===== src/rtl/multicycle_control_pkg.sv =====
// Shared types and constants for the multicycle MIPS control unit.
// State encodings, opcodes, ALUOp/mux encodings and the control bundle.
package multicycle_control_pkg;

  typedef enum logic [3:0] {
    S_FETCH     = 4'd0,
    S_DECODE    = 4'd1,
    S_MEM_ADDR  = 4'd2,
    S_MEM_READ  = 4'd3,
    S_MEM_WB    = 4'd4,
    S_MEM_WRITE = 4'd5,
    S_EXEC      = 4'd6,
    S_R_DONE    = 4'd7,
    S_BRANCH    = 4'd8,
    S_JUMP      = 4'd9,
    S_ADDI_EXEC = 4'd10,
    S_ADDI_DONE = 4'd11,
    S_TRAP      = 4'd12
  } state_e;

  localparam logic [5:0] OP_RTYPE = 6'b000000;
  localparam logic [5:0] OP_LW    = 6'b100011;
  localparam logic [5:0] OP_SW    = 6'b101011;
  localparam logic [5:0] OP_BEQ   = 6'b000100;
  localparam logic [5:0] OP_J     = 6'b000010;
  localparam logic [5:0] OP_ADDI  = 6'b001000;

  localparam logic [1:0] ALUOP_ADD   = 2'b00;
  localparam logic [1:0] ALUOP_SUB   = 2'b01;
  localparam logic [1:0] ALUOP_FUNCT = 2'b10;

  localparam logic [1:0] PCSRC_ALU    = 2'b00;
  localparam logic [1:0] PCSRC_ALUOUT = 2'b01;
  localparam logic [1:0] PCSRC_JUMP   = 2'b10;

  localparam logic [1:0] SRCB_B       = 2'b00;
  localparam logic [1:0] SRCB_FOUR    = 2'b01;
  localparam logic [1:0] SRCB_IMM     = 2'b10;
  localparam logic [1:0] SRCB_IMM_SH2 = 2'b11;

  typedef struct packed {
    logic       pc_write;
    logic       pc_write_cond;
    logic       ior_d;
    logic       mem_read;
    logic       mem_write;
    logic       mem_to_reg;
    logic       ir_write;
    logic       reg_write;
    logic       reg_dst;
    logic       alu_src_a;
    logic [1:0] pc_source;
    logic [1:0] alu_src_b;
    logic [1:0] alu_op;
  } ctrl_t;

endpackage


===== src/rtl/multicycle_control_decode.sv =====
// Combinational state -> datapath control vector (Moore, FETCH uses mem_ready).
// Ports: i_state, i_mem_ready in; o_ctrl out (ctrl_t bundle).
module control_output_decode
  import multicycle_control_pkg::*;
(
  input  logic [3:0] i_state,
  input  logic       i_mem_ready,
  output ctrl_t      o_ctrl
);

  always_comb begin
    o_ctrl = '0;
    unique case (i_state)
      S_FETCH: begin
        o_ctrl.mem_read  = 1'b1;
        o_ctrl.alu_src_b = SRCB_FOUR;
        o_ctrl.alu_op    = ALUOP_ADD;
        // IR and PC update only when the fetch completes
        o_ctrl.ir_write  = i_mem_ready;
        o_ctrl.pc_write  = i_mem_ready;
      end
      S_DECODE: begin
        o_ctrl.alu_src_b = SRCB_IMM_SH2;
        o_ctrl.alu_op    = ALUOP_ADD;
      end
      S_MEM_ADDR, S_ADDI_EXEC: begin
        o_ctrl.alu_src_a = 1'b1;
        o_ctrl.alu_src_b = SRCB_IMM;
        o_ctrl.alu_op    = ALUOP_ADD;
      end
      S_MEM_READ: begin
        o_ctrl.mem_read = 1'b1;
        o_ctrl.ior_d    = 1'b1;
      end
      S_MEM_WB: begin
        o_ctrl.reg_write  = 1'b1;
        o_ctrl.mem_to_reg = 1'b1;
      end
      S_MEM_WRITE: begin
        o_ctrl.mem_write = 1'b1;
        o_ctrl.ior_d     = 1'b1;
      end
      S_EXEC: begin
        o_ctrl.alu_src_a = 1'b1;
        o_ctrl.alu_src_b = SRCB_B;
        o_ctrl.alu_op    = ALUOP_FUNCT;
      end
      S_R_DONE: begin
        o_ctrl.reg_write = 1'b1;
        o_ctrl.reg_dst   = 1'b1;
      end
      S_BRANCH: begin
        o_ctrl.alu_src_a     = 1'b1;
        o_ctrl.alu_src_b     = SRCB_B;
        o_ctrl.alu_op        = ALUOP_SUB;
        o_ctrl.pc_write_cond = 1'b1;
        o_ctrl.pc_source     = PCSRC_ALUOUT;
      end
      S_JUMP: begin
        o_ctrl.pc_write  = 1'b1;
        o_ctrl.pc_source = PCSRC_JUMP;
      end
      S_ADDI_DONE: begin
        o_ctrl.reg_write = 1'b1;
      end
      default: o_ctrl = '0;
    endcase
  end

endmodule


===== src/rtl/multicycle_control.sv =====
// Main control FSM of the multicycle MIPS datapath with illegal-opcode trap.
// Ports: clk, rst_n, opcode, mem_ready in; datapath controls, illegal, state, retired out.
module multicycle_control
  import multicycle_control_pkg::*;
#(
  parameter int CNT_W   = 16,
  parameter int EN_ADDI = 1
) (
  input  logic             clk,
  input  logic             rst_n,
  input  logic [5:0]       opcode,
  input  logic             mem_ready,
  output logic             pc_write,
  output logic             pc_write_cond,
  output logic             ior_d,
  output logic             mem_read,
  output logic             mem_write,
  output logic             mem_to_reg,
  output logic             ir_write,
  output logic             reg_write,
  output logic             reg_dst,
  output logic             alu_src_a,
  output logic [1:0]       pc_source,
  output logic [1:0]       alu_src_b,
  output logic [1:0]       alu_op,
  output logic             illegal,
  output logic [3:0]       state,
  output logic [CNT_W-1:0] retired
);

  localparam logic [CNT_W-1:0] ONE = {{(CNT_W-1){1'b0}}, 1'b1};

  state_e           r_state;
  logic             r_illegal;
  logic [CNT_W-1:0] r_retired;
  ctrl_t            w_dec;
  ctrl_t            w_ctrl;

  always_ff @(posedge clk) begin
    if (!rst_n) begin
      r_state   <= S_FETCH;
      r_illegal <= 1'b0;
      r_retired <= '0;
    end else begin
      unique case (r_state)
        S_FETCH:
          if (mem_ready) r_state <= S_DECODE;
        S_DECODE:
          unique case (1'b1)
            opcode == OP_RTYPE:
              r_state <= S_EXEC;
            (opcode == OP_LW) || (opcode == OP_SW):
              r_state <= S_MEM_ADDR;
            opcode == OP_BEQ:
              r_state <= S_BRANCH;
            opcode == OP_J:
              r_state <= S_JUMP;
            (opcode == OP_ADDI) && (EN_ADDI != 0):
              r_state <= S_ADDI_EXEC;
            default:
              r_state <= S_TRAP;
          endcase
        S_MEM_ADDR:
          r_state <= (opcode == OP_SW) ? S_MEM_WRITE
                                       : S_MEM_READ;
        S_MEM_READ:
          if (mem_ready) r_state <= S_MEM_WB;
        S_MEM_WRITE:
          if (mem_ready) begin
            r_state   <= S_FETCH;
            r_retired <= r_retired + ONE;
          end
        S_EXEC:
          r_state <= S_R_DONE;
        S_ADDI_EXEC:
          r_state <= S_ADDI_DONE;
        S_MEM_WB, S_R_DONE, S_BRANCH,
        S_JUMP, S_ADDI_DONE: begin
          r_state   <= S_FETCH;
          r_retired <= r_retired + ONE;
        end
        S_TRAP:
          r_illegal <= 1'b1;
        default:
          r_state <= S_FETCH;
      endcase
    end
  end

  control_output_decode u_dec (
    .i_state     (r_state),
    .i_mem_ready (mem_ready),
    .o_ctrl      (w_dec)
  );

  // No datapath write may escape during a reset cycle
  assign w_ctrl = rst_n ? w_dec : '0;

  assign pc_write      = w_ctrl.pc_write;
  assign pc_write_cond = w_ctrl.pc_write_cond;
  assign ior_d         = w_ctrl.ior_d;
  assign mem_read      = w_ctrl.mem_read;
  assign mem_write     = w_ctrl.mem_write;
  assign mem_to_reg    = w_ctrl.mem_to_reg;
  assign ir_write      = w_ctrl.ir_write;
  assign reg_write     = w_ctrl.reg_write;
  assign reg_dst       = w_ctrl.reg_dst;
  assign alu_src_a     = w_ctrl.alu_src_a;
  assign pc_source     = w_ctrl.pc_source;
  assign alu_src_b     = w_ctrl.alu_src_b;
  assign alu_op        = w_ctrl.alu_op;
  assign illegal       = r_illegal;
  assign state         = r_state;
  assign retired       = r_retired;

endmodule


===== config.mk =====
export PLATFORM = sky130hd
export DESIGN_NAME = multicycle_control
export DESIGN_NICKNAME = d
export VERILOG_FILES = /design/src/rtl/multicycle_control_pkg.sv /design/src/rtl/multicycle_control_decode.sv /design/src/rtl/multicycle_control.sv
export SDC_FILE = /design/constraint.sdc
export NUM_CORES = 1
export LEC_CHECK = 0
export CORE_MARGIN = 1.5
export CORE_UTILIZATION = 42
export CTS_CLUSTER_SIZE = 14
export DETAILED_ROUTE_END_ITERATION = 16
export PLACE_DENSITY = 0.84
export SLEW_MARGIN = 20
export SYNTH_ARGS = -nofsm -noshare
export SYNTH_HDL_FRONTEND = slang
export SYNTH_HIERARCHICAL = 1
export SYNTH_SLANG_ARGS = --single-unit

===== constraint.sdc =====
create_clock -name clk -period 2.1 [get_ports clk]
set_clock_uncertainty 0.2 [all_clocks]
set_input_delay 0.525 -clock clk [delete_from_list [all_inputs] [get_ports clk]]
set_output_delay 0.525 -clock clk [all_outputs]
set_load 0.05 [all_outputs]

* After elaboration in Yosys (flattened, before gate mapping) *
Index checks and enable logic that the tools add are counted.

operators by class
  add/subtract/negate cells = 1
  equality and inequality tests = 20
  mux-type cells = 21
  bitwise gates (word level) = 1
  reduce and logical (&&, ||, !) cells = 12

operators by type and width
  cell                                           count
  one-hot mux 4 bit (5 select lines)             2
  2-to-1 mux 16 bit                              2
  one-hot mux 16 bit (2 select lines)            1
  one-hot mux 4 bit (8 select lines)             1
  == test 4 bit, second input constant           5
  adder 16 x 1 -> 16 bit, second input constant  1
  == test 4 x 3 -> 1 bit, second input constant  4
  == test 6 bit, second input constant           2
  2-to-1 mux 4 bit                               3
  2-to-1 mux 1 bit                               9
  == test 4 x 2 -> 1 bit, second input constant  2
  == test 6 x 2 -> 1 bit, second input constant  1
  == test 6 x 3 -> 1 bit, second input constant  1
  == test 6 x 4 -> 1 bit, second input constant  1
  zero test 6 bit                                1
  != test 2 bit, second input constant           3
  OR reduction 2 bit                             3
  OR reduction 5 bit                             1
  == test 4 x 1 -> 1 bit, second input constant  1
  zero test 4 bit                                1
  one-hot mux 2 bit (2 select lines)             1
  AND reduction 4 bit                            1
  OR reduction 4 bit                             1
  2-to-1 mux 3 bit                               1
  6 further kinds                                6

word-level totals
  flip-flop bits (word level) = 21
  bits of input ports = 9
  output and inout bits = 37
  word-level logic and storage cells = 58

* Longest topological paths before layout *
Gate-level depths: netlist of run 1.

  depth after elaboration = 4
  mapped depth = 7
  gate-level depth less buffers = 5

* Cells and area by module *
Netlist of run 1, hierarchy kept.

by module, submodules not included
  module                 instances  cells each  area each (um^2)
  multicycle_control     1          170         1332.5
  control_output_decode  1          32          200.2

* Least setup slack after synthesis of run 1 *
OpenSTA, ideal clock, no wires.

  path type = reg-to-output
  start point = register r_state[3], in the netlist state[3]
  end point = output pc_write_cond
  arrival = 1963 ps
  path slack = -588 ps
  cell stages (with the launch flop) = 6
  cell sequence = dfxtp_1 -> buf_6 -> or2b_1 -> nor3_1 -> buf_4 -> and2_1

RTL lines
  element                 RTL line                  RTL
  start, declared         multicycle_control.sv:33  state_e r_state;
  start signal, assigned  multicycle_control.sv:64  r_state <= (opcode == OP_SW) ? S_MEM_WRITE
  end, declared           multicycle_control.sv:14  output logic pc_write_cond,

==> out/metrics.cfg, run 1 <==
[routing]
top_layer=met4
wl_met3_um=430
wl_per_cell_um=20.3
m1WireLength_um=2530
route.met2.wl_um=3320
dr.pass1.iters=5
drc_errors=0
drt_iter0_markers=202
vias=1979
viasPerCell=6.15
drt-total-wl_um=6530
postRouteAntennaNets=0

[critical_path]
crit_path_end=mem_read
cp.depth=6
timing.rr.start=state[3]$_SDFFE_PN0P_
worstPathRequired_ps=1370
crit_chain=buf_12 > buf_12 > xor2_2 > nor3_1 > and2_2 > buf_12
cp_common_cell=buf_12
critPathTopFamily=simple AND/OR/NAND/NOR gates
r2r-end=retired[6]$_SDFFE_PN0P_
end_kind=output pin
worst_setup_path_start_kind=flop
slowest_delay_ps=380
reg2reg_slack_ps=-210
cp-startpoint=state[1]$_SDFFE_PN0P_
critPathMaxFanout=5
crit_slowest_cell=dfxtp_4
critPathKind=flop to output pin
critical_path_buf_inv_count=3
reg2regPathDepth=7
crit_arrival_ps=1680

[timing]
fin_setup_tns_ps=-4880
min_period_ps=2400
period_share_pct=115
timing.final.ws_setup_ps=-305
final-hold-violation-count=0
drv_slew=0
fmax_mhz=416
rsz0062_at_grt=yes
setup_viol=30
max-slew-margin-rel_pct=60.3
whs_ps=310
tightestPinTransition_ps=595

[pwr]
power_leakage_nw=1.15
p_per_area_nw_per_um2=351
power_uw=995
ir_drop_uv=352

[run_status]
status=finished with violations
violations=negative setup slack

[synthesis]
synth_top_area_cell=dfxtp_1
synth_edf_count=0
synth_area_um2=1530
synth_commonest_cells=dfxtp_1 (21), and2_1 (17), nor2_1 (17)
syn_area_per_cell_um2=7.59
synth_top_area_share_pct=27.4
ys_seq_area_share_pct=27.4
async_flop_share_pct=0
ys_ff_latch=21
ys_warn_count=6
synth_cell_types=45
synthCells=202
syn_nets=212
yosysMostFrequentCell=dfxtp_1
synthFlopType=dfxtp_1
yosys-top-cells-area=dfxtp_1 (27%), and2_1 (6.9%), a21oi_1 (4.2%)

[clock_network]
cts_max_path_buffers=2
clk_latency_ps=310
htreeDepth=1
cts.sinks=21
clkSlewWorstSetupHoldPaths_ps=110
cts_tree=built
root_buffer=clkbuf_4
cts-buffers-inserted=3

[global_routing]
track_usage_pct=24.9
grt_antenna_before_repair=0
grt_pass1_wl_um=8070
overflow=0
first_global_vias=1753
grt_max_degree=15

[floorplan]
coreArea_um2=3420
rows=21
floorplan.initialDensity_pct=44.9
die-area_um2=4020
fp.dieW_um=63.4
fp.dieH_um=63.4
io-pin-count=46

[layout]
fin_area_um2=2830
fin_nets=287
final_core_utilization_pct=82.9
drive_above_1_share_pct=55.4
final_cells=322
area_delta_synth_final_pct=84.7
antenna_cells=0

[min_path]
hold_path_class=flop to flop

[placement]
numPortBuffers=45
placedCellCount=299
dpl_cell_area_um2=2320
gp_congestion=0.865
dpl_worst_slack_ps=-698
place_hpwl_um=3140

[run]
maxCapViolCount=0

-- layer usage --
metal  vias up  track usage [%]
met2       123             46.1
li1        879                -
met5         -                0
met3        26             4.64
met4         0             7.34
met1       951             28.7
-- cell families after synthesis --
logic type	share of synthesized area [%]
AO/OA/AOI/OAI	16.5
buffers and inverters	7.27
flip-flops	27.4
adder cells (fa/ha/maj)	0.816
multiplexers	3.27
XOR/XNOR	2.86
AND/OR/NAND/NOR	41.9
-- worst register-to-register path, cell delays in order, from the launching register on --
cell     delay [ps]
dfxtp_4         400
buf_6           130
buf_6           120
and2_4          140
or4_4           580
buf_4           180
nor4_4          270
mux2i_1         220
-- cell usage in the layout (no fill, tap or decap), types with 4 or more instances in the layout --
master | synthesis | layout
nor4_4 | 0 | 4
dfxtp_1 | 21 | 9
o21ai_0 | 7 | 7
buf_4 | 3 | 43
inv_1 | 7 | 7
mux2i_1 | 5 | 4
and2_4 | 1 | 17
or4_4 | 1 | 5
nand2b_1 | 10 | 7
nor3_1 | 10 | 6
o31ai_1 | 5 | 5
nor2_1 | 17 | 14
dfxtp_2 | 0 | 9
nand4_1 | 4 | 4
buf_6 | 2 | 9
a21oi_1 | 13 | 6
nand2_1 | 12 | 11
nand3_1 | 5 | 5
a21oi_2 | 0 | 7
buf_12 | 0 | 23
-- cell type report --
class                      instances  area (um2)
inverter                           7        26.3
clock buffer                       4        26.3
multi-input combinational        160        1310
timing repair buffer              84         973
sequential                        21         443
tap                               46        57.6
fill                             187         584
-- worst min-delay path by stage --
stage | from | to | slack, ps | cells after the start
6_report | illegal$_SDFFE_PN0N_ | illegal$_SDFFE_PN0N_ | 310 | 2
5_1_grt | illegal$_SDFFE_PN0N_ | illegal$_SDFFE_PN0N_ | 350 | 2
4_1_cts | retired[10]$_SDFFE_PN0P_ | retired[10]$_SDFFE_PN0P_ | 290 | 2
3_5_place_dp | retired[10]$_SDFFE_PN0P_ | retired[10]$_SDFFE_PN0P_ | 270 | 2
3_3_place_gp | retired[10]$_SDFFE_PN0P_ | retired[10]$_SDFFE_PN0P_ | 260 | 2
2_1_floorplan | retired[10]$_SDFFE_PN0P_ | retired[10]$_SDFFE_PN0P_ | 380 | 2
-- power by group --
part,internal (mW),switching (mW),leakage (nW)
registers,0.402,0.0113,0.176
clock network,0.0744,0.125,0.0150
logic,0.184,0.199,0.956
total,0.660,0.335,1.15
-- timing repair --
| action | in CTS | in global routing |
|---|---|---|
| endpoints found under the setup margin | 31 | 30 |
| hold buffers | 0 | 0 |
| cloned | 2 | 0 |
| buffers inserted | 9 | 9 |
| pin swaps | 18 | 25 |
| resized for setup | 45 | 45 |
-- sequential cells by signal, summed over array words and instances (netlist names) --
name     cells
retired     16
state        4
illegal      1
(Power assumes the default switching activity.)
==> run 2: changes to the inputs <==
--- a/config.mk
+++ b/config.mk
@@ -6,11 +6,13 @@
 export NUM_CORES = 1
 export LEC_CHECK = 0
 export CORE_MARGIN = 1.5
-export CORE_UTILIZATION = 42
+export CORE_UTILIZATION = 55
 export CTS_CLUSTER_SIZE = 14
 export DETAILED_ROUTE_END_ITERATION = 16
-export PLACE_DENSITY = 0.84
-export SLEW_MARGIN = 20
+export DONT_BUFFER_PORTS = 1
+export GPL_TIMING_DRIVEN = 0
+export PLACE_DENSITY = 0.82
+export SLEW_MARGIN = 10
 export SYNTH_ARGS = -nofsm -noshare
 export SYNTH_HDL_FRONTEND = slang
 export SYNTH_HIERARCHICAL = 1
==> run 2 against run 1 <==
  * The run still ends with negative setup slack left
  * Clock power about the same
  * Global-route usage grew 3.3 points
  * Routed wire length is 20% lower
  * First-iteration DRC count shrank 31%
  * Via count down 10%
  * Critical endpoint is now pc_write_cond
==> out/metrics.cfg, run 2 (same netlist as run 1, synthesis figures left out) <==
[timing]
rsz0062_at_grt=yes
fmax_mhz=405
whs_ps=211
final-hold-violation-count=0
period_share_pct=118
drv_slew=0
timing.final.ws_setup_ps=-371
min_period_ps=2470
tightestPinTransition_ps=840
setup_viol=28
max-slew-margin-rel_pct=44.0
fin_setup_tns_ps=-6000

[global_routing]
grt_max_degree=12
overflow=0
grt_antenna_before_repair=0
track_usage_pct=28.2
first_global_vias=1520
grt_pass1_wl_um=7190

[clock_network]
cts_max_path_buffers=2
cts-buffers-inserted=3
cts_tree=built
htreeDepth=1
cts.sinks=21
hold_buffers=0
clk_latency_ps=310
clkSlewWorstSetupHoldPaths_ps=110
root_buffer=clkbuf_4

[min_path]
holdPathEnd=state[2]$_SDFFE_PN0P_
hold_path_class=primary input to flop
worstHoldStart=rst_n
whs_path_depth=2

[critical_path]
reg2reg_slack_ps=-240
worst_setup_path_start_kind=flop
critPathMaxFanout=6
r2r-end=retired[11]$_SDFFE_PN0P_
worstPathRequired_ps=1370
critPathKind=flop to output pin
end_kind=output pin
crit_arrival_ps=1750
reg2regPathDepth=6
timing.rr.start=state[0]$_SDFFE_PN0P_

[routing]
drt-total-wl_um=5210
drt_iter0_markers=139
postRouteAntennaNets=0
vias=1776
drc_errors=0
viasPerCell=7.02
wl_per_cell_um=20.6
dr.pass1.iters=5

[placement]
place_hpwl_um=2660
gp_congestion=0.920
numPortBuffers=0
dpl_worst_slack_ps=-255

[floorplan]
fp.dieH_um=55.8
fp.dieW_um=55.8
coreArea_um2=2570
die-area_um2=3110
floorplan.initialDensity_pct=59.7
io-pin-count=46
rows=18

[run_status]
status=finished with violations
violations=negative setup slack

[layout]
antenna_cells=0
final_common_cell=and2_4
area_delta_synth_final_pct=40.8
final_cell_mix=and2_4 (16), nor2_1 (14), dfxtp_4 (13)
fin_nets=234
nFillCells=139
drive_above_1_share_pct=47.1
largest_reg_flops=16

[run]
maxCapViolCount=0

[pwr]
p_per_area_nw_per_um2=398
ir_drop_uv=480
power_leakage_nw=0.782

## run 2: changes by cell type in the layout (fill, tap and decap cells not counted), sizes merged
cell / delta
dlymetal6s2s: -1
clkbuf: +8
buf: -53
clkdlybuf4s50: -3
or4: -1
dlygate4sd2: -3
## run 2: power breakdown
| group | internal (mW) | total, mW | switching (mW) |
|---|---|---|---|
| logic | 0.0983 | 0.242 | 0.143 |
| clock network | 0.0743 | 0.199 | 0.125 |
| registers | 0.390 | 0.419 | 0.0296 |
## run 2: worst max-delay path by stage
stage / start / endpoint / slack, ps
floorplan: state[3]$_SDFFE_PN0P_ / pc_write_cond / -100
global placement: rst_n / alu_op[0] / -220
detailed placement: rst_n / alu_src_b[1] / -260
CTS: state[3]$_SDFFE_PN0P_ / pc_write_cond / -340
global route: state[3]$_SDFFE_PN0P_ / pc_write / -430
finish: state[3]$_SDFFE_PN0P_ / pc_write_cond / -370
## run 2: what timing repair did
action                                  CTS  global route
endpoints found under the setup margin   32            32
resized for setup                        65            40
buffers inserted                         11             4
pin swaps                                29             9
cloned                                    2             0
## run 2: area by class of cell
class	instances	area, um2	share of cell area [%]
Multi-Input combinational cell	159	1290	59.9
Timing Repair Buffer	17	158	7.30
Tap cell	30	37.5	1.74
Buffer	15	140	6.49
Inverter	7	26.3	1.22
Clock buffer	4	26.3	1.22
Sequential cell	21	477	22.1
## run 2: critical path, stage by stage (launching register included)
cell     delay, ps
dfxtp_4        510
buf_6          150
or2b_4         300
nor3_4         140
buf_4          130
and2_4         220
## run 2: per-stage QoR
step,power [mW],cell area (um2),instances,utilization [%]
after detailed placement,0.605,1630,232,63.3
after global routing,0.891,2160,253,84.1
after global placement,0.600,1630,232,63.3
final,0.860,2160,253,84.1
after CTS,0.820,1970,249,76.7
after floorplan,0.582,1590,202,-
## run 2: routing by layer
metal  GRT usage, %  share of wire, %
met2           46.4                49
met1           36.1                39
met4           6.97               2.8
met3           8.37               8.4
met5              0                 0
